`src/rtl/rstgen_pkg.sv`:
```
// Shared definitions for the reset generator.
// - state_t   : reset-sequencer FSM states.
// - cnt_width : width of a counter that must hold the largest of three
//               terminal values.
package rstgen_pkg;

    typedef enum logic [2:0] {
        RST,    // board reset asserted or synchroniser not yet released
        HOLD,   // all resets asserted, counting HOLD_CYCLES
        GAP1,   // async resets released, sync reset still asserted
        GAP2,   // all resets released, clock still disabled
        RUN     // steady state
    } state_t;

    function automatic int cnt_width(input int a, input int b, input int c);
        int m;
        m = a;
        if (b > m) m = b;
        if (c > m) m = c;
        return $clog2(m + 1);
    endfunction

endpackage

```
`src/rtl/reset_sync_chain.sv`:
```
// Release synchroniser for the board reset.
// Assertion is asynchronous (every stage clears at once); release shifts a
// 1 through STAGES flops, so the last stage rises on edge STAGES after
// i_reset_async_n goes high.
// Ports:
// - i_clock          free-running clock
// - i_reset_async_n  board reset, asynchronous, active-low
// - release_edge     high during the cycle whose closing edge makes the last
//                    stage rise, so a consumer registering on that edge
//                    moves in step with the synchroniser output
module reset_sync_chain #(
    parameter int STAGES = 2
) (
    input  logic i_clock,
    input  logic i_reset_async_n,
    output logic release_edge
);

    logic [STAGES-1:0] stages;

    // NOTE: non-blocking assignment, so each stage takes the value its
    // predecessor held before this edge; blocking would collapse the chain.
    always_ff @(posedge i_clock or negedge i_reset_async_n) begin
        if (!i_reset_async_n) begin
            stages <= '0;
        end else begin
            stages <= {stages[STAGES-2:0], 1'b1};
        end
    end

    assign release_edge = stages[STAGES-2] & ~stages[STAGES-1];

endmodule

```
`src/rtl/reset_gen_ctrl.sv`:
```
// Reset and clock-enable generator for the downstream register banks.
// Asserts all resets asynchronously on the board reset, then releases them
// in stages: async resets, then the sync reset, then the clock enable.
// Optional watchdog built only when the macro RSTGEN_WDT_EN is defined.
// Ports:
// - i_clock          free-running clock, rising edge
// - i_reset_async_n  board reset, asynchronous, active-low
// - i_sw_reset       synchronous software reset request (level)
// - i_wdt_kick       watchdog service pulse (ignored without RSTGEN_WDT_EN)
// - o_reset_sync     active-high reset for sync-reset flops
// - o_reset_async    active-high reset for async-reset flops
// - o_reset_async_n  active-low reset for async-reset flops
// - o_clock_enable   gated-clock enable
// - o_ready          high while in RUN
// - o_wdt_fired      sticky watchdog-caused-reset flag
module reset_gen_ctrl
    import rstgen_pkg::*;
#(
    parameter int SYNC_STAGES = 2,
    parameter int HOLD_CYCLES = 16,
    parameter int RELEASE_GAP = 4,
    parameter int WDT_CYCLES  = 1024
) (
    input  logic i_clock,
    input  logic i_reset_async_n,
    input  logic i_sw_reset,
    input  logic i_wdt_kick,
    output logic o_reset_sync,
    output logic o_reset_async,
    output logic o_reset_async_n,
    output logic o_clock_enable,
    output logic o_ready,
    output logic o_wdt_fired
);

    localparam int CNT_W = cnt_width(HOLD_CYCLES, RELEASE_GAP, WDT_CYCLES);
    localparam logic [CNT_W-1:0] HOLD_LAST = CNT_W'(HOLD_CYCLES - 1);
    localparam logic [CNT_W-1:0] GAP_LAST  = CNT_W'(RELEASE_GAP - 1);

    state_t           state;
    logic [CNT_W-1:0] count;
    logic             release_edge;
    logic             wdt_expire;
    logic             restart;

    reset_sync_chain #(.STAGES(SYNC_STAGES)) u_sync (
        .i_clock         (i_clock),
        .i_reset_async_n (i_reset_async_n),
        .release_edge    (release_edge)
    );

`ifdef RSTGEN_WDT_EN
    localparam logic [CNT_W-1:0] WDT_LAST = CNT_W'(WDT_CYCLES - 1);

    logic [CNT_W-1:0] wdt_count;
    logic             wdt_fired;

    // Expiry acts on the edge after the count reaches its terminal value.
    assign wdt_expire = (state == RUN) && (wdt_count == WDT_LAST);

    always_ff @(posedge i_clock or negedge i_reset_async_n) begin
        if (!i_reset_async_n) begin
            wdt_count <= '0;
            wdt_fired <= 1'b0;
        end else begin
            if (state != RUN || i_sw_reset || wdt_expire || i_wdt_kick) begin
                wdt_count <= '0;
            end else if (wdt_count != WDT_LAST) begin
                wdt_count <= wdt_count + 1'b1;
            end
            // A software reset in the same cycle takes the blame instead.
            if (wdt_expire && !i_sw_reset) begin
                wdt_fired <= 1'b1;
            end
        end
    end

    assign o_wdt_fired = wdt_fired;
`else
    logic unused_kick;
    assign unused_kick = i_wdt_kick;
    assign wdt_expire  = 1'b0;
    assign o_wdt_fired = 1'b0;
`endif

    // Software and watchdog restarts are ignored until the board release
    // has reached the sequencer.
    assign restart = (state != RST) && (i_sw_reset || wdt_expire);

    // NOTE: every output is a flop written alongside the state, so downstream
    // logic never sees a decode glitch from the state register.
    always_ff @(posedge i_clock or negedge i_reset_async_n) begin
        if (!i_reset_async_n) begin
            state           <= RST;
            count           <= '0;
            o_reset_sync    <= 1'b1;
            o_reset_async   <= 1'b1;
            o_reset_async_n <= 1'b0;
            o_clock_enable  <= 1'b0;
            o_ready         <= 1'b0;
        end else if (restart) begin
            state           <= HOLD;
            count           <= '0;
            o_reset_sync    <= 1'b1;
            o_reset_async   <= 1'b1;
            o_reset_async_n <= 1'b0;
            o_clock_enable  <= 1'b0;
            o_ready         <= 1'b0;
        end else begin
            case (state)
                RST: begin
                    if (release_edge) begin
                        state <= HOLD;
                        count <= '0;
                    end
                end
                HOLD: begin
                    if (count == HOLD_LAST) begin
                        state           <= GAP1;
                        count           <= '0;
                        o_reset_async   <= 1'b0;
                        o_reset_async_n <= 1'b1;
                    end else begin
                        count <= count + 1'b1;
                    end
                end
                GAP1: begin
                    if (count == GAP_LAST) begin
                        state        <= GAP2;
                        count        <= '0;
                        o_reset_sync <= 1'b0;
                    end else begin
                        count <= count + 1'b1;
                    end
                end
                GAP2: begin
                    if (count == GAP_LAST) begin
                        state          <= RUN;
                        count          <= '0;
                        o_clock_enable <= 1'b1;
                        o_ready        <= 1'b1;
                    end else begin
                        count <= count + 1'b1;
                    end
                end
                RUN: begin
                    count <= '0;
                end
                default: begin
                    state <= RST;
                    count <= '0;
                end
            endcase
        end
    end

endmodule
```
`config.mk`:
```
export PLATFORM = sky130hd
export DESIGN_NAME = reset_gen_ctrl
export DESIGN_NICKNAME = d
export VERILOG_FILES = /design/src/rtl/rstgen_pkg.sv /design/src/rtl/reset_sync_chain.sv /design/src/rtl/reset_gen_ctrl.sv
export SDC_FILE = /design/constraint.sdc
export NUM_CORES = 1
export LEC_CHECK = 0
export ABC_AREA = 0
export CORE_MARGIN = 1
export CORE_UTILIZATION = 50
export DETAILED_ROUTE_END_ITERATION = 7
export PLACE_DENSITY_LB_ADDON = 0.15
export SLEW_MARGIN = 20
export SYNTH_ARGS = -nofsm -noshare
export SYNTH_HDL_FRONTEND = slang
export SYNTH_HIERARCHICAL = 1
export SYNTH_SLANG_ARGS = --single-unit
```
`constraint.sdc`:
```
create_clock -name i_clock -period 3 [get_ports i_clock]
set_input_delay 0.45 -clock i_clock [delete_from_list [all_inputs] [get_ports i_clock]]
set_output_delay 0.45 -clock i_clock [all_outputs]
set_load 0.1 [all_outputs]
```
# Word-level counts from Yosys, hierarchy flattened
# Cells that the tools add are included.
# op_classes
n_addsub	1
eq_ne	11
n_reduce_logical	13
n_mux	23
bitwise_logic	2
# ops
operator	n
two-way mux 11 bit	4
one-hot mux 11 bit (3 select lines)	1
two-way mux 3 bit	5
one-hot mux 3 bit (5 select lines)	1
two-way mux 1 bit	12
inequality test 3 bit (second input constant)	4
adder 11 x 1 -> 11 bit (second input constant)	1
== test 11 x 2 -> 1 bit (second input constant)	1
== test 11 x 4 -> 1 bit (second input constant)	1
nonzero test 2 bit	5
== test 3 x 2 -> 1 bit (second input constant)	2
AND reduction 2 bit	3
AND reduction 5 bit	1
== test 3 x 1 -> 1 bit (second input constant)	1
== test 3 bit (second input constant)	1
zero test 3 bit	1
nonzero test 3 bit	1
inequality test 2 bit (second input constant)	1
OR reduction 2 bit	1
AND 1 bit	1
logical AND 1 bit	1
inverter 1 bit	1
# totals
input_bits	4
wordCells	57
out_inout_bits	6
ff_bits	20

# Longest topological paths before layout
# Gate-level depths: netlist (run 1).
# depth
ltp_word	5
mapped_depth	7
ltp_nobuf	6

# Cells and area by module
# Netlist (run 1), hierarchy kept.
# by_module_without_submodules
module	seq_area_each_um2	area_per_inst_um2	instances	cells_per_inst
reset_gen_ctrl	452.9	1047.3	1	111
reset_sync_chain	50.0	67.6	1	4

# Least setup slack after synthesis (run 1)
# No wires, ideal clock.
# synth_path
kind	register -> output
from	register o_ready
to	output port o_ready
arrival_ns	1.357
required_ns	2.550
slack_ns	1.193
path_stages_with_launch	2
path_buffers	1
path_cell_list	dfrtp_1 > buf_4
# synth_lines
item	line_no	text
start: declaration	reset_gen_ctrl.sv:32	output logic o_ready,
start signal: assignment	reset_gen_ctrl.sv:100	o_ready <= 1'b0;
start signal: assignment	reset_gen_ctrl.sv:108	o_ready <= 1'b0;
start signal: assignment	reset_gen_ctrl.sv:141	o_ready <= 1'b1;
# No word-level cell between the ends.

# Worst setup path after layout (run 1)
# layout_path
from	input port i_sw_reset
to	register count[9]
# layout_between
elab_chain_len	2
word_cells_on_any_way	3
classes_between	eq/ne (1); mux (1); reduce/logical (1)
# layout_rtl
item	line_no	text
start: declaration	reset_gen_ctrl.sv:26	input logic i_sw_reset,
logical AND 1 bit *	reset_gen_ctrl.sv:88	assign restart = (state != RST) && (i_sw_reset || wdt_expire);
inequality test 3 bit (no line) or two-way mux 11 bit (tied branches)	--	
end signal: assignment	reset_gen_ctrl.sv:124	count <= count + 1'b1;
end signal: assignment	reset_gen_ctrl.sv:133	count <= count + 1'b1;
end signal: assignment	reset_gen_ctrl.sv:143	count <= count + 1'b1;
end: declaration	reset_gen_ctrl.sv:41	logic [CNT_W-1:0] count;
# Every way passes the cells marked *; elsewhere a longest branch is shown, timed or not.
# A chain may end at the register's enable or synchronous reset.

==> results of run 1 <==
cell type report:
class                           instances  area share [%]
Tap cell                               27            2.86
Multi-Input combinational cell         84            46.5
Inverter                                3           0.953
Sequential cell                        20            42.6
Clock buffer                            4            2.22
Timing Repair Buffer                    7            4.87
through the flow:
stage / power [uW] / setup WS (ns)
finish: 796 / 1.10
global route: 853 / 0.951
CTS: 800 / 1.11
global placement: 664 / 0.841
floorplan: 616 / 1.19
detailed placement: 664 / 0.802
layer usage:
| metal | wire, um | global-route usage, % | vias to the layer above |
|---|---|---|---|
| met5 | 0 | 0 | - |
| met4 | 42 | 8.82 | 0 |
| met3 | 58 | 4.05 | 5 |
| met2 | 875 | 28.5 | 11 |
| met1 | 1030 | 27.0 | 397 |
| li1 | - | - | 418 |
power by group:
| group | leakage (uW) | switching [uW] | total [uW] | internal (uW) |
|---|---|---|---|---|
| logic | 0.000250 | 219 | 310 | 91.3 |
| registers | 0.000263 | 43.7 | 350 | 306 |
| clock network | 0.0000150 | 83.9 | 136 | 51.9 |
| total | 0.000527 | 346 | 796 | 449 |
logic make-up (layout without fill, tap and decap cells):
| group | count (synthesis) | after routing | share of synthesized area (%) |
|---|---|---|---|
| muxes | 1 | 1 | 0.898 |
| and+or+nand+nor | 46 | 46 | 25.0 |
| DFF | 20 | 20 | 45.1 |
| adders and majority gates | 1 | 1 | 1.12 |
| xor gates and xnor gates | 2 | 2 | 1.57 |
| AOI/OAI and AO/OA | 32 | 32 | 20.0 |
| buffers and inverters | 11 | 14 | 5.61 |
| other | 2 | 2 | 0.674 |
synthesized netlist by cell type, types with 2 or more instances:
cell	number
dfrtp_1	18
nand2_1	9
nor2_1	9
a21oi_1	8
o21ai_1	7
and3_1	5
nand3_1	5
a22o_1	4
a31oi_1	3
buf_4	3
inv_1	3
and3_2	2
buf_2	2
clkbuf_1	2
conb_1	2
dfstp_2	2
nand2b_1	2
nor2b_1	2
nor3_1	2
o2bb2ai_1	2
xnor2_1	2
critical path, delay by kind of cell:
| family | cells | cell delay (ns) |
|---|---|---|
| simple gates | 2 | 0.41 |
| buf+inv | 1 | 0.53 |
| compound gates | 3 | 0.75 |
registers in the layout (all words and copies together) (netlist names):
name	flops
o_reset_async	1
o_reset_async_n	1
o_ready	1
state	3
count	11
u_sync/stages	2
o_reset_sync	1
worst paths after layout:
check	depth (start not counted)	start	slack, ns	endpoint
worst max-delay path	6	i_sw_reset	1.10	count[9]
worst min register to register	0	u_sync/stages[0]	0.40	u_sync/stages[1]
worst max register to register	6	count[0]	1.11	count[9]
min in group asynchronous	1	i_reset_async_n	0.63	o_ready
max in group asynchronous	1	i_reset_async_n	1.84	count[1]
worst min-delay path	0	u_sync/stages[0]	0.40	u_sync/stages[1]
placed cells by master, fill, tap and decap left out, types with 2 or more instances in the layout:
cell,count
dfrtp_1,18
nor2_1,9
nand2_1,9
a21oi_1,8
o21ai_1,7
and3_1,5
nand3_1,5
buf_4,5
a22o_1,4
inv_1,3
a31oi_1,3
clkbuf_4,3
nand2b_1,2
nor3_1,2
and3_2,2
xnor2_1,2
o2bb2ai_1,2
nor2b_1,2
conb_1,2
clkdlybuf4s50_1,2
dfstp_2,2
==> results by group, run 1 <==
Cells and area
  – Fill count: 182
  – Ant. Diodes: 0
  – Multi-input logic area: 549 um2
  – Final Cell Area: 0.00118 mm2
  – Nets: 124
  – Sequential cell area: 503 um2
  – Non-filler instance count after layout: 145
  – Synth-to-Final Area Change: 5.95%
  – Final core utilization: 58.4%
  – Layout cells sized above 1: 16.9%

Worst setup path
  – CP required: 3.23 ns
  – CP arrival: 2.13 ns
  – CP max stage delay: 0.53 ns
  – Critical path startpoint category: input pin
  – CP Class: input pin to flop
  – Critical path cell sequence: clkdlybuf4s50_1 > nand2b_1 > nor2_1 > a22o_1 > a41oi_1 > a31oi_1
  – CP max-delay cell: clkdlybuf4s50_1
  – Crit-path max FO: 10
  – CP endpoint kind: flop

Logic synthesis
  – Share of the synthesized area in the top cell type: 40.4%
  – Syn Nets: 120
  – Number of synthesized register bits: 20
  – Top cells by area, synth: dfrtp_1, dfstp_2, a21oi_1, a22o_1, o21ai_1
  – Sequential fraction of the synthesis area: 45.1%
  – Synth area leader: dfrtp_1
  – Avg Inst Size Synth: 9.69 um2
  – Fraction of registers with async set/reset: 100%
  – Post-synth EDFFs: 0
  – Post-Syn Instances: 115
  – Post-Syn Area: 0.00111 mm2
  – Yosys warnings: 6
  – Synth unique cells: 42
  – Primary FF master, synth: dfrtp_1

Floorplanning
  – Starting Density: 55.1%
  – Die Ht: 49.2 um
  – I/O pins: 10
  – Core area: 0.00202 mm2
  – FP Rows: 16
  – Die ar.: 0.00242 mm2
  – DIE WIDTH: 49.2 um

Run
  – Max-cap check violation count: 0

STA
  – Hold Vio Cnt, Final: 0
  – Rel. slew slack: 41.7%
  – Clk_skew: 0.00376 ns
  – RSZ-0062 raised after global routing: no
  – Tmin final: 1.90 ns
  – Endpoints failing setup: 0
  – Slew at the pin closest to its max-slew limit: 0.872 ns
  – FMAX: 525 MHz
  – Fin. max-slew vios: 0
  – Final period utilization: 63.4%
  – Worst hold margin: 0.395 ns
  – Setup total negative slack: 0 ns

Route
  – Vias/cell: 5.73
  – Drt wl/cell: 13.8 um
  – Antenna-violating nets left: 0
  – DRC Markers: 0
  – Routed wire length: 2010 um
  – Via count of the routed design: 831
  – Initial drt markers: 21
  – Initial DRT Pass Iterations: 4

Clock network
  – CTS H-tree lvls: 1
  – CTS max path bufs: 2
  – Postcts setup bufs: 0
  – CTS root buf: clkbuf_4
  – Clock-pin slew on the worst setup and hold paths: 0.11 ns
  – Hold_buf cts: 0
  – CTS tree: done
  – Post-cts repair resize count: 0
  – Clock Latency Late Sink: 0.30 ns
  – Total CTS buffers: 3
  – CTS sink count: 20

Global route
  – First-pass GRT wire length: 3510 um
  – GRT Total Usage: 19.3%
  – Total gr overflow: 0
  – Largest net degree at the start of global routing: 21
  – Initial antenna violation count: 0
  – Vias in the first global route: 796

Power and ir drop
  – Pwr dens: 674 mW/mm2
  – Leakage Power: 0.000527 uW
  – Max VDD drop: 430 uV

Placement
  – Port Buffer Count: 7
  – Detailed Place HPWL: 1390 um
  – Post-DP Area: 0.00115 mm2
  – Post-placement cell count: 141
  – Routability Congestion: 0.740

Hold path
  – Hold Crit Class: flop to flop

Run status
  – Status: finished clean
No activity file was read; power rests on OpenSTA's default activity.
==> inputs of run 2 (changes only) <==
==> constraint.sdc (replaced) <==
create_clock -name i_clock -period 1.8 [get_ports i_clock]
set_input_delay 0.27 -clock i_clock [delete_from_list [all_inputs] [get_ports i_clock]]
set_output_delay 0.27 -clock i_clock [all_outputs]
set_load 0.1 [all_outputs]
==> results by group, run 2 (synthesis results as in run 1) <==
Run status
  – Status: finished clean

Worst setup path
  – CP arrival: 1.97 ns (-0.16 ns)
  – Critical path cell sequence: nor4_4 > nand4_2 > a22o_2 > a41oi_1 > a31oi_1
  – CP max-delay cell: dfrtp_1
  – Crit-path max FO: 10 (unchanged)
  – CP max stage delay: 0.44 ns (-0.09 ns)
  – CP required: 1.99 ns (-1.24 ns)
  – CP Class: flop to flop
  – Critical path startpoint category: flop
  – CP endpoint kind: flop

Cells and area
  – Layout cells sized above 1: 28.9% (+12 points)
  – Ant. Diodes: 0 (unchanged)
  – Largest regs: count: 11 flops, state: 3 flops, u_sync/stages: 2 flops
  – Sequential cell area: 503 um2 (unchanged)
  – Multi-input logic area: 551 um2 (+0.23%)
  – Largest Register: count
  – Final Cell Area: 0.00139 mm2 (+17%)
  – Max reg flops: 11 (unchanged)
  – Final core utilization: 68.6% (+10 points)
  – Fill count: 152 (-16%)
  – Nets: 141 (+14%)
  – Synth-to-Final Area Change: 24.4%
  – Commonest cells after routing, fill and taps aside: dfrtp_1, buf_4, nor2_1, nand2_1, a21oi_1

Route
  – DRC Markers: 0 (unchanged)
  – Initial DRT Pass Iterations: 4 (unchanged)
  – Via count of the routed design: 937 (+13%)
  – Initial drt markers: 23 (+9.5%)
  – Drt wl/cell: 14.4 um (+4.0%)
  – Routed wire length: 2330 um (+16%)
  – Antenna-violating nets left: 0 (unchanged)
  – Vias/cell: 5.78 (+0.92%)

STA
  – FMAX: 562 MHz
  – RSZ-0062 raised after global routing: yes
  – Setup total negative slack: 0 ns (unchanged)
  – Hold Vio Cnt, Final: 0 (unchanged)
  – Clk_skew: 0.00343 ns (-0.000337 ns)
  – Worst hold margin: 0.293 ns (-0.102 ns)
  – Endpoints failing setup: 0 (unchanged)
  – Final period utilization: 98.9%
  – Fin. max-slew vios: 0 (unchanged)
  – Tmin final: 1.78 ns

Floorplanning
  – I/O pins: 10 (unchanged)
  – Starting Density: 55.1% (unchanged)
  – Core area: 0.00202 mm2 (unchanged)
  – FP Rows: 16 (unchanged)
  – Die Ht: 49.2 um (unchanged)
  – Die ar.: 0.00242 mm2 (unchanged)
  – DIE WIDTH: 49.2 um (unchanged)

Global route
  – Vias in the first global route: 880 (+11%)
  – GRT Total Usage: 21.9% (+2.5 points)
  – Total gr overflow: 0 (unchanged)
  – Largest net degree at the start of global routing: 21 (unchanged)
  – First-pass GRT wire length: 4010 um (+14%)
  – Initial antenna violation count: 0 (unchanged)

Power and ir drop
  – Comb power frac: 42.8% (+3.8 points)
  – Max VDD drop: 879 uV (+100%)
  – Pint: 1010 uW (+120%)
  – Net Switching: 623 uW (+80%)
  – Pwr Total: 1630 uW (+100%)
  – Seq pwr share: 34.8% (-9.2 points)
  – Clock network power share: 22.4% (+5.3 points)
  – Pwr dens: 1180 mW/mm2 (+75%)
  – Switching Share: 38.2% (-5.3 points)
  – Leakage Power: 0.000642 uW (+22%)

Clock network
  – Clock Latency Late Sink: 0.30 ns (about the same)
  – CTS sink count: 20 (unchanged)
  – Total CTS buffers: 3 (unchanged)
  – CTS H-tree lvls: 1 (unchanged)
  – CTS tree: done
  – Clock-pin slew on the worst setup and hold paths: 0.11 ns (about the same)
  – CTS max path bufs: 2 (unchanged)
  – CTS root buf: clkbuf_4

Placement
  – Post-DP Area: 0.00133 mm2 (+15%)
  – Detailed Place HPWL: 1630 um (+17%)
  – Port Buffer Count: 7 (unchanged)
  – Routability Congestion: 0.827 (+12%)

Hold path
  – Hold Crit Class: input pin to asynchronous set/reset pin

Run
  – Max-cap check violation count: 0 (unchanged)
-- run 2: cell count changes in the layout (fill, tap and decap cells not counted), sizes merged --
cell,before,now
buf,5,22
bufinv,0,1
clkbuf,4,3
-- run 2: path summary, 6_finish.rpt --
check,from,endpoint,slack (ns),cells past startpoint
max,count[6],count[9],0.02,5
min,i_reset_async_n,count[7],0.29,2
max reg2reg,count[6],count[9],0.02,5
min reg2reg,u_sync/stages[0],u_sync/stages[1],0.39,0
max in group asynchronous,i_reset_async_n,o_reset_async,1.24,2
min in group i_clock,u_sync/stages[0],u_sync/stages[1],0.39,0
-- run 2: timing repair --
| item | CTS | global route |
|---|---|---|
| gates resized for setup | 1 | 0 |
| endpoints found under the setup margin | 1 | 8 |
| hold buffers | 0 | 0 |
| pin swaps | 0 | 2 |
| hold endpoints to repair | 0 | 0 |
| buffers inserted | 0 | 1 |
-- run 2: routing by layer --
metal | part of all wire (%) | GRT usage (%)
met5 | 0 | 0
met4 | 0.47 | 3.43
met3 | 5.6 | 7.17
met2 | 46 | 33.1
met1 | 48 | 30.8
-- run 2: area by class of cell --
| type | instances | area share (%) |
|---|---|---|
| clock buffers | 3 | 1.62 |
| clock inverters | 1 | 2.17 |
| well taps | 27 | 2.44 |
| inverters | 3 | 0.812 |
| multi-input cells | 84 | 39.7 |
| repair buffers | 24 | 17.0 |
| flip-flops and latches | 20 | 36.3 |
-- run 2: worst max-delay path: cells and delay by family (launching register included) --
family,cells,cell delay [ns]
AOI/OAI and AO/OA,3,0.67
and+or+nand+nor,2,0.54
DFF,1,0.44
-- run 2: power groups by stage --
stage	combinational, uW	sequential [uW]	clock [uW]
2_1_floorplan	366	660	0
3_3_place_gp	656	573	0
3_5_place_dp	675	574	0
4_1_cts	684	566	374
5_1_grt	742	574	392
6_report	697	568	365
-- run 2: per-stage QoR --
step,setup WS [ns],instances
after global placement,0.0111,157
after floorplan,0.128,115
final,0.0195,162
after detailed placement,-0.0677,157
after global routing,-0.102,162
after CTS,0.00596,161
